<file path="src/rtl/fifo_flex.sv">
// Synchronous FIFO with wrap-bit pointers, optional first-word-fall-through read, level flags and sticky errors.
// Standard read data appears one cycle after an accepted read; full/empty reject requests and raise overflow/underflow.
module fifo_flex #(
    parameter int WIDTH    = 8,
    parameter int DEPTH    = 32,
    parameter int FWFT     = 0,
    parameter int AF_LEVEL = DEPTH - 2,
    parameter int AE_LEVEL = 2
) (
    input  logic                     clk,
    input  logic                     rst,
    input  logic                     wr_en,
    input  logic [WIDTH-1:0]         din,
    output logic                     full,
    output logic                     almost_full,
    input  logic                     rd_en,
    output logic [WIDTH-1:0]         dout,
    output logic                     dout_valid,
    output logic                     empty,
    output logic                     almost_empty,
    output logic [$clog2(DEPTH):0]   count,
    output logic                     overflow,
    output logic                     underflow,
    input  logic                     clr_err
);
    localparam int AW = $clog2(DEPTH);
    localparam int PW = AW + 1;
    localparam logic [PW-1:0] AF_L = PW'(AF_LEVEL);
    localparam logic [PW-1:0] AE_L = PW'(AE_LEVEL);

    logic [WIDTH-1:0] mem_q [DEPTH];
    logic [PW-1:0]    wptr_q, wptr_d;
    logic [PW-1:0]    rptr_q, rptr_d;
    logic [WIDTH-1:0] dout_q, dout_d;
    logic             dout_valid_q, dout_valid_d;
    logic             overflow_q, overflow_d;
    logic             underflow_q, underflow_d;
    logic             wr_acc, rd_acc;
    logic [WIDTH-1:0] head_dat;

    // Status is a pure function of the registered pointers.
    assign empty        = (wptr_q == rptr_q);
    assign full         = (wptr_q[AW] != rptr_q[AW]) && (wptr_q[AW-1:0] == rptr_q[AW-1:0]);
    assign count        = wptr_q - rptr_q;
    assign almost_full  = (count >= AF_L);
    assign almost_empty = (count <= AE_L);

    assign wr_acc   = wr_en && !full;
    assign rd_acc   = rd_en && !empty;
    assign head_dat = mem_q[rptr_q[AW-1:0]];

    always_comb begin
        wptr_d       = wptr_q;
        rptr_d       = rptr_q;
        dout_d       = dout_q;
        dout_valid_d = 1'b0;
        if (wr_acc) begin
            wptr_d = wptr_q + PW'(1);
        end
        if (rd_acc) begin
            rptr_d = rptr_q + PW'(1);
            if (FWFT == 0) begin
                dout_d       = head_dat;
                dout_valid_d = 1'b1;
            end
        end
        // A new error in the same cycle as clr_err must still be recorded.
        overflow_d  = (wr_en && full)  || (overflow_q  && !clr_err);
        underflow_d = (rd_en && empty) || (underflow_q && !clr_err);
    end

    always_ff @(posedge clk or posedge rst) begin
        if (rst) begin
            wptr_q       <= '0;
            rptr_q       <= '0;
            dout_q       <= '0;
            dout_valid_q <= 1'b0;
            overflow_q   <= 1'b0;
            underflow_q  <= 1'b0;
        end else begin
            wptr_q       <= wptr_d;
            rptr_q       <= rptr_d;
            dout_q       <= dout_d;
            dout_valid_q <= dout_valid_d;
            overflow_q   <= overflow_d;
            underflow_q  <= underflow_d;
        end
    end

    // Storage is deliberately left out of reset; pointers alone define validity.
    always_ff @(posedge clk) begin
        if (wr_acc) begin
            mem_q[wptr_q[AW-1:0]] <= din;
        end
    end

    assign dout       = (FWFT != 0) ? (empty ? '0 : head_dat) : dout_q;
    assign dout_valid = (FWFT != 0) ? !empty : dout_valid_q;
    assign overflow   = overflow_q;
    assign underflow  = underflow_q;

endmodule

</file>
<file path="config.mk">
export PLATFORM = sky130hd
export DESIGN_NAME = fifo_flex
export DESIGN_NICKNAME = d
export VERILOG_FILES = /design/src/rtl/fifo_flex.sv
export SDC_FILE = /design/constraint.sdc
export NUM_CORES = 1
export LEC_CHECK = 0
export ABC_AREA = 1
export BUFFER_PORTS_ARGS = -buffer_cell sky130_fd_sc_hd__buf_2
export CAP_MARGIN = 20
export CORE_UTILIZATION = 67
export CTS_CLUSTER_SIZE = 12
export DETAILED_ROUTE_END_ITERATION = 8
export PLACE_DENSITY = 0.85
export SLEW_MARGIN = 20
export SYNTH_ARGS = -nofsm -noshare
export SYNTH_HDL_FRONTEND = slang
export SYNTH_SLANG_ARGS = --single-unit
</file>
<file path="constraint.sdc">
create_clock -name clk -period 4.8 [get_ports clk]
set_input_delay 0.48 -clock clk [delete_from_list [all_inputs] [get_ports clk]]
set_output_delay 0.48 -clock clk [all_outputs]
set_load 0.005 [all_outputs]
</file>
==> flow_summary.toml <==
[critical_path]
worstSetupPathType = "register to register"
cp_data_required_time_ps = 4960
critPathCaptureType = "register"
cp-endpoint = "mem_q[20][2]"
r2r_end = "mem_q[20][2]"
cp_max_fo = 19
r2r_setup_slack_ps = 1090
cp_data_arrival_time_ps = 3870
slowest_delay_ps = 760
reg2reg_depth = 9
rr_startpoint = "rptr_q[2]"
crit_path_top_delay_cell = "dfrtp_1"
start_kind = "register"
worstPathCellList = "inv_2, ha_1, nand2_1, inv_1, nand4_4, nor2_4, nor2_4, nand2_1, nor2_1"
crit_start = "rptr_q[2]"

[clocking]
post_cts_buffers = 0
cts_sinks = 279
clk_pin_slew_ps = 60
clockBufferDepth = 3
clock-root-buffer = "clkbuf_16"
cts_tree = "done"
ctsResizeCount = 0
clk_latency_ps = 540
holdBufCountCts = 0
cts_buffers = 28
htreeDepth = 1

[min_path]
holdPathStages = 2
holdCritPathClass = "primary input to register"

[logic_synthesis]
syn_avg_cell_area_um2 = 10.5
synth_area_leaders = "edfxtp_1 63%, nand2_1 12%, nand3_1 6.6%, dfrtp_1 4.7%, inv_1 3.8%"
synth_top_area_share_pct = 63.0
ys_warn_count = 0
ys_async_sr_fraction_pct = 8.24
synth_commonest_cells = "382 x nand2_1, 256 x edfxtp_1, 161 x nand3_1"
syn-cell-area_mm2 = 0.0122
syn-instance-count = 1165
synth_area_leader_cell = "edfxtp_1"
synth_ff_type = "edfxtp_1"
synth-seq-cells = 279
synth-seq-area-share_pct = 67.7
syn-num-nets = 1189
yosysUniqueCellTypes = 32
synth-edff-count = 256
yosysMostFrequentCell = "nand2_1"

[global_route]
antenna_found_initial = 0
grt_pass1_wl_um = 43800
grt_max_degree = 83
overflow = 0
grt_usage_pct = 32.1
grt_pass1_vias = 8214

[sta]
tns_ps = 0
rsz0062_at_grt = "false"
fin_worst_skew_ps = 14.0
period_share_pct = 77.3
setup_violations = 0
max_slew_margin_pct = 43.9
max_freq_ghz = 0.269
min_period_ps = 3710
slew_violations = 0
worstMarginPinSlew_ps = 841
hold_viol = 0

[floorplan]
core_mm2 = 0.0175
start_util_pct = 69.6
die_h_um = 137
ioPinCount = 34
core.rowCount = 48
die_w_um = 137
dieArea_mm2 = 0.0188

[run_status]
status = "completed"

[routing]
avgViaCountPerCell = 5.97
drt_first_pass_iters = 6
num_vias = 8514
drc = 0
wl_um = 28800
post_drt_wl_per_cell_um = 20.2
drt-initial-drc-count = 1286
antenna_left = 0

[power]
power_density_mw_per_mm2 = 596
peakVddDrop_mv = 0.522
p_total_mw = 7.92
power_leakage_nw = 5.46

[placed_design]
dp_hpwl_um = 17100
portBuffers = 33
place_congestion = 0.923

[job]
cap_violations = 0

[finish]
drive_gt1_share_pct = 8.07
fillers = 1095
register_area_mm2 = 0.00827
multi_input_area_mm2 = 0.00315
syn_to_final_growth_pct = 8.95
diodes = 0
num-nets-final = 1209
## how the worst min path moves through the flow
stage	start	to	slack, ps
floorplan	dout[0]	dout[0]	470
global placement	dout[1]	dout[1]	460
detailed placement	dout[0]	dout[0]	470
CTS	clr_err	underflow	160
global route	clr_err	underflow	180
finish	clr_err	underflow	170
## sequential cells by signal, summed over array words and instances, names as in the netlist
name,flops
dout_valid,1
overflow,1
rptr_q,6
dout,8
mem_q,256
wptr_q,6
underflow,1
## critical path, delay by kind of cell (launching register included)
family / cells / cell delay [ps]
and+or+nand+nor: 6 / 1730
buffers and inverters: 2 / 400
DFF: 1 / 760
adders and majority gates: 1 / 440
## routing by layer
| layer | GRT usage (%) | share of wire [%] | routed length (um) |
|---|---|---|---|
| met1 | 43.6 | 38 | 10800 |
| met2 | 51.0 | 47 | 13500 |
| met3 | 5.04 | 11 | 3120 |
| met4 | 15.8 | 4.6 | 1320 |
| met5 | 0 | 0 | 0 |
## placed cells by master, fill, tap and decap left out, drive strengths merged, types with 3 or more instances in the layout
cell type | Yosys | routed
xor2 | 11 | 11
clkinv | 4 | 6
buf | 42 | 42
a21oi | 20 | 20
edfxtp | 256 | 256
nand3 | 161 | 161
ha | 10 | 10
nor2 | 84 | 84
nor3 | 3 | 3
clkbuf | 11 | 43
nand4 | 4 | 4
nand2 | 384 | 384
inv | 130 | 131
dfrtp | 23 | 23
o21ai | 16 | 16
## cells by family after synthesis
kind of cell,count (synthesis),share of synthesized area [%]
buffers and inverters,187,6.46
adders and majority gates,11,1.19
DFF,279,67.7
xor gates and xnor gates,13,0.995
and+or+nand+nor,637,21.9
AOI/OAI and AO/OA,38,1.69
## power by group
| group | switching, mW | internal, mW | leakage [nW] |
|---|---|---|---|
| Combinational | 1.95 | 0.836 | 2.47 |
| Sequential | 0.240 | 2.87 | 2.59 |
| Clock | 0.850 | 1.17 | 0.404 |
## final cells by class
cell class | instances | share of cell area [%]
Clock inverter | 4 | 0.358
Sequential cell | 279 | 62.2
Clock buffer | 43 | 5.93
Tap cell | 225 | 2.12
Multi-Input combinational cell | 699 | 23.7
Inverter | 134 | 3.82
Timing Repair Buffer | 43 | 1.88
## stage by stage
| stage | setup slack, ps | cell area (um2) | utilization, % | hold slack (ps) | std cells |
|---|---|---|---|---|---|
| detailed placement | 1230 | 12400 | 70.9 | 467 | 1378 |
| finish | 1090 | 13300 | 75.8 | 174 | 1427 |
| floorplan | 2210 | 12200 | - | 473 | 1165 |
| CTS | 1200 | 13300 | 75.6 | 162 | 1425 |
| global route | 925 | 13300 | 75.8 | 178 | 1427 |
| global placement | 1340 | 12400 | 70.9 | 460 | 1378 |
No activity file was read; power rests on OpenSTA's default activity.
